[src/rtl/psum_writeback.sv]
`default_nettype none
// ============================================================================
// Module   : psum_writeback
// Purpose  : Drains corelet ofifo rows into the output SRAM, optionally
//            accumulating lane-wise onto the stored word (read-modify-write).
// Revision : 1.0 - initial release
// ============================================================================
module psum_writeback #(
  parameter int COL     = 8,
  parameter int PSUM_BW = 32,
  parameter int ADDR_BW = 11
) (
  input  logic                     clk,
  input  logic                     reset,
  input  logic                     start,
  input  logic [ADDR_BW-1:0]       base_addr,
  input  logic [ADDR_BW-1:0]       num_rows,
  input  logic                     acc_en,
  input  logic                     ofifo_valid,
  input  logic [PSUM_BW*COL-1:0]   ofifo_out,
  output logic                     ofifo_rd,
  output logic                     sram_cen,
  output logic                     sram_wen,
  output logic [ADDR_BW-1:0]       sram_a,
  output logic [PSUM_BW*COL-1:0]   sram_d,
  input  logic [PSUM_BW*COL-1:0]   sram_q,
  output logic                     busy,
  output logic                     done
);

  localparam int DW = PSUM_BW * COL;

  localparam logic [1:0] S_IDLE  = 2'd0;
  localparam logic [1:0] S_FETCH = 2'd1;
  localparam logic [1:0] S_WRITE = 2'd2;
  localparam logic [1:0] S_DONE  = 2'd3;

  localparam logic [ADDR_BW-1:0] C_ONE = {{(ADDR_BW-1){1'b0}}, 1'b1};

  logic [1:0]         state_q, state_d;
  logic [ADDR_BW-1:0] base_q, base_d;
  logic [ADDR_BW-1:0] rows_q, rows_d;
  logic               acc_q, acc_d;
  logic [ADDR_BW-1:0] cnt_q, cnt_d;
  logic [DW-1:0]      data_q, data_d;
  logic [ADDR_BW-1:0] addr_q, addr_d;
  logic [DW-1:0]      wdata_q, wdata_d;

  logic               rd_c, cen_c, wen_c;
  logic [ADDR_BW-1:0] row_addr;
  logic [DW-1:0]      acc_sum;

  // Address wraps naturally at 2^ADDR_BW.
  assign row_addr = base_q + cnt_q;

  // Independent per-lane adders: no carry crosses a lane boundary.
  for (genvar l = 0; l < COL; l++) begin : g_lane
    assign acc_sum[l*PSUM_BW +: PSUM_BW] =
      data_q[l*PSUM_BW +: PSUM_BW] + sram_q[l*PSUM_BW +: PSUM_BW];
  end

  always_comb begin
    state_d = state_q;
    base_d  = base_q;
    rows_d  = rows_q;
    acc_d   = acc_q;
    cnt_d   = cnt_q;
    data_d  = data_q;
    addr_d  = addr_q;
    wdata_d = wdata_q;
    rd_c    = 1'b0;
    cen_c   = 1'b1;
    wen_c   = 1'b1;
    case (state_q)
      S_IDLE: begin
        if (start) begin
          base_d  = base_addr;
          rows_d  = num_rows;
          acc_d   = acc_en;
          cnt_d   = '0;
          state_d = (num_rows == '0) ? S_DONE : S_FETCH;
        end
      end
      S_FETCH: begin
        if (ofifo_valid) begin
          rd_c    = 1'b1;
          data_d  = ofifo_out;
          state_d = S_WRITE;
          if (acc_q) begin
            cen_c  = 1'b0;
            addr_d = row_addr;
          end
        end
      end
      S_WRITE: begin
        cen_c   = 1'b0;
        wen_c   = 1'b0;
        addr_d  = row_addr;
        wdata_d = acc_q ? acc_sum : data_q;
        if (cnt_q == rows_q - C_ONE) begin
          state_d = S_DONE;
        end else begin
          cnt_d   = cnt_q + C_ONE;
          state_d = S_FETCH;
        end
      end
      S_DONE: begin
        state_d = S_IDLE;
      end
      default: begin
        state_d = S_IDLE;
      end
    endcase
  end

  // Address and data buses hold their last driven value while idle.
  assign ofifo_rd = rd_c;
  assign sram_cen = cen_c;
  assign sram_wen = wen_c;
  assign sram_a   = addr_d;
  assign sram_d   = wdata_d;
  assign busy     = (state_q != S_IDLE);
  assign done     = (state_q == S_DONE);

  always_ff @(posedge clk) begin
    if (!reset) begin
      state_q <= S_IDLE;
      base_q  <= '0;
      rows_q  <= '0;
      acc_q   <= 1'b0;
      cnt_q   <= '0;
      data_q  <= '0;
      addr_q  <= '0;
      wdata_q <= '0;
    end else begin
      state_q <= state_d;
      base_q  <= base_d;
      rows_q  <= rows_d;
      acc_q   <= acc_d;
      cnt_q   <= cnt_d;
      data_q  <= data_d;
      addr_q  <= addr_d;
      wdata_q <= wdata_d;
    end
  end

endmodule
`default_nettype wire

[config.mk]
export PLATFORM = sky130hd
export DESIGN_NAME = psum_writeback
export DESIGN_NICKNAME = d
export VERILOG_FILES = /design/src/rtl/psum_writeback.sv
export SDC_FILE = /design/constraint.sdc
export NUM_CORES = 2
export LEC_CHECK = 0
export ABC_AREA = 1
export CORE_MARGIN = 2
export CORE_UTILIZATION = 33
export DETAILED_ROUTE_END_ITERATION = 16
export REMOVE_ABC_BUFFERS = 1
export SKIP_CTS_REPAIR_TIMING = 1
export SLEW_MARGIN = 10
export SYNTH_ARGS = -nofsm -noshare
export SYNTH_HDL_FRONTEND = slang
export SYNTH_SLANG_ARGS = --single-unit
[constraint.sdc]
create_clock -name clk -period 2.8 [get_ports clk]
set_clock_uncertainty 0.2 [all_clocks]
set_input_delay 0.56 -clock clk [delete_from_list [all_inputs] [get_ports clk]]
set_output_delay 0.56 -clock clk [all_outputs]
set_load 0.02 [all_outputs]
==> results by group <==
Status
  • Status: finished, violations left
  • Failing checks: negative setup slack

Critical path
  • Critical path arrival: 2.83 ns
  • Crit path launch: data_q[96]
  • Setup CP Type: register to output port
  • Worst-path fanout max: 2
  • Worst path cell trace: ha_4 -> fa_2 -> nand3_2 -> nand2_2 -> buf_6 -> nand3_2 -> nand2_2 -> nand2_2 -> nand2_4 -> buf_6 -> nand2_4 -> nand2_2 -> nand2_2 -> nand3_2 -> nand2_2 -> nand2_4 -> buf_6
  • Critical path endpoint category: output port
  • WP data required: 2.04 ns
  • Crit Reg-Reg Startpoint: state_q[0]
  • Most frequent CP cell: nand2_2
  • Critical path's largest stage delay: around 0.4 ns
  • CP Launch Type: register
  • Critical path's slowest cell: fa_2
  • Reg2reg path depth: 17

Route
  • Routed length per instance: 18.1 um
  • DRC Markers: 0
  • WL final: approximately 190000 um
  • DR vias: 51700
  • Vias per inst: 4.88
  • DRT Pass-1 Iters: 5
  • Routed Antenna Nets: 0
  • Drt first-iter violations: 3234

Die
  • Std-Cell Rows: ~130
  • Core Footprint: approximately 120000 um2
  • IO Count: 811
  • Initial Utilization: 33.4%
  • Die Wd: 355 um
  • Die height: about 360 um
  • Die area: 126000 um2

STA
  • Hold Vio Cnt, Final: 0
  • Final Worst Setup Slack: -0.789 ns
  • Min Hold Slack: 0.106 ns
  • Slew @ Worst Pin: 0.874 ns
  • Worst slew margin: 41.7%
  • RSZ-0062 raised after global routing: yes
  • Final setup fails: 271
  • F_max: approximately 280 MHz
  • Fin. max-slew vios: 0
  • Final TNS setup: -138.65 ns
  • Fin crit share: 128%
  • Tmin final: 3.59 ns

Global routing
  • Total track usage: between 20 and 30%
  • Total grt overflow: 0
  • First-pass GRT wire length: 273000 um
  • Vias in the first global route: 48200
  • Largest net degree at the start of global routing: 147
  • Initial antenna violation count: 52

Yosys
  • Post-synth top area share: ~27%
  • Register area share after synthesis: 27.5%
  • Yosys cell types: 38
  • Synth Cell Area: slightly above 40000 um2
  • Synth area leaders: dfxtp_1, nand2_1, nor2_1
  • Syn avg cell area: 5.85 um2
  • Gate Count Post-Synth: 6962
  • Share of flip-flops with an asynchronous set or reset: 0%
  • Largest area contributor in the netlist: dfxtp_1
  • EDFF count, synth: 0
  • Warnings, synthesis: 0
  • #FFs+latches synth: 559
  • Top FF cell, synth: dfxtp_1

Place
  • Placed insts: 10300
  • Post-DP HPWL: approximately 150000 um
  • PortBufs: ~800
  • Placed cell areas: 59400 um2
  • Routability cong.: about 1

CTS
  • CTS tree: yes
  • Root Driver: clkbuf_16
  • Clock net sink count: 559
  • H-Tree Level Count: 3
  • Clk_lat worst skew: about 0.65 ns
  • Num CTS Buffers: 73
  • Clock Path Buffers: 3
  • Clock-pin slew on the worst setup and hold paths: 0.06 ns

Finish
  • Nets: 9692
  • Share of layout cells above drive strength 1: between 30% and 40%
  • Fin cells: 10600
  • Post-route cell area: 71200 um2
  • Most common cell after layout, fill and taps aside: nand2_1
  • Area growth syn-to-layout: 74.7%
  • Filler cells: 11500
  • Most frequent cells in the layout: nand2_1, buf_4, nor2_1

Worst hold path
  • HP Start: reset
  • Hold Path Class: input pin to register
  • Hold path cells: 3

Run
  • Maxcap violations: 0

Power and ir drop
  • Psw: slightly above 20 mW
  • Combinational share of power: 58.7%
  • P per Cell Area: around 690 nW/um2
  • P_leak: 36.8 nW
  • Final Power: 48.9 mW
  • Reg power frac: between 20% and 30%
  • Switching part of the total: 42.2%
  • Internal power: 28.3 mW
  • Clk pwr share: 20.0%
  • Maximum VDD drop: 0.441 mV
-- layer usage --
layer	vias to the layer above	global-route usage, %	wire length, um	part of all wire, %
met5	-	0	276	0.14
met4	42	9.51	7530	3.9
met3	374	5.44	12600	6.6
met2	1491	47.1	90300	47
met1	23900	34.8	80800	42
li1	25900	-	-	-
-- cells by family after synthesis --
family / Yosys count / synth area share, %
adder cells (fa/ha/maj): 274 / 8.58
AO/OA/AOI/OAI: 1117 / 14.3
XOR/XNOR: 131 / 2.82
AND/OR/NAND/NOR: 3900 / 37.7
buffers and inverters: 981 / 9.12
flip-flops: 559 / 27.5
-- cell usage after synthesis (all sizes together) (9+ instances only) --
| cell type | count |
|---|---|
| nand3 | 344 |
| nand4 | 17 |
| a21o | 18 |
| nand2 | 2098 |
| nor2 | 1326 |
| nor4 | 13 |
| and2 | 33 |
| ha | 265 |
| inv | 738 |
| fa | 9 |
| a21oi | 531 |
| xor2 | 94 |
| xnor2 | 37 |
| clkbuf | 197 |
| o21ai | 482 |
| buf | 43 |
| o211ai | 37 |
| or2 | 14 |
| nor3 | 44 |
| o21bai | 33 |
| dfxtp | 559 |
-- layout make-up --
cell class / instances / area (um2) / area share [%]
diodes: 27 / 67.6 / 0.0949
clock buffers: 100 / 2100 / 2.95
multi-input cells: 5422 / 33400 / 47.0
inverters: 741 / 2820 / 3.96
repair buffers: 2082 / 19000 / 26.6
flip-flops and latches: 559 / 11400 / 16.0
clock inverters: 29 / 345 / 0.485
well taps: 1625 / 2030 / 2.86
-- critical path: cells and delay by family (launching register included) --
| kind | cells | cell delay [ns] |
|---|---|---|
| fa+ha+maj | 2 | 0.56 |
| simple gates | 12 | 0.87 |
| flops | 1 | 0.33 |
| buf+inv | 3 | 0.40 |
-- final timing paths --
path	end	slack, ns
max reg2reg	cnt_q[1]	0.23
max	sram_d[118]	-0.79
min	data_q[60]	0.11
min reg2reg	wdata_q[243]	0.27
-- power by group through the flow --
| stage | combinational, mW | clock (mW) | sequential [mW] |
|---|---|---|---|
| 2_1_floorplan | 12.1 | 0 | 10.3 |
| 3_3_place_gp | 24.1 | 0 | 10.1 |
| 3_5_place_dp | 24.2 | 0 | 10.2 |
| 4_1_cts | 24.3 | 9.97 | 10.0 |
| 5_1_grt | 31.1 | 10.2 | 10.5 |
| 6_report | 28.7 | 9.78 | 10.4 |
-- sequential cells by signal (all words and copies together), names as in the netlist --
name and cells:
data_q 256, wdata_q 256, addr_q 11, base_q 11, cnt_q 11, rows_q 11
state_q 2, acc_q 1
-- stage by stage --
step / setup WS, ns / util [%]
after floorplan: -10.72 / -
after global placement: -1.47 / 48.6
after detailed placement: -1.47 / 48.6
after CTS: -1.48 / 50.6
after global routing: -0.900 / 58.2
final: -0.789 / 58.3
(Power assumes the default switching activity.)
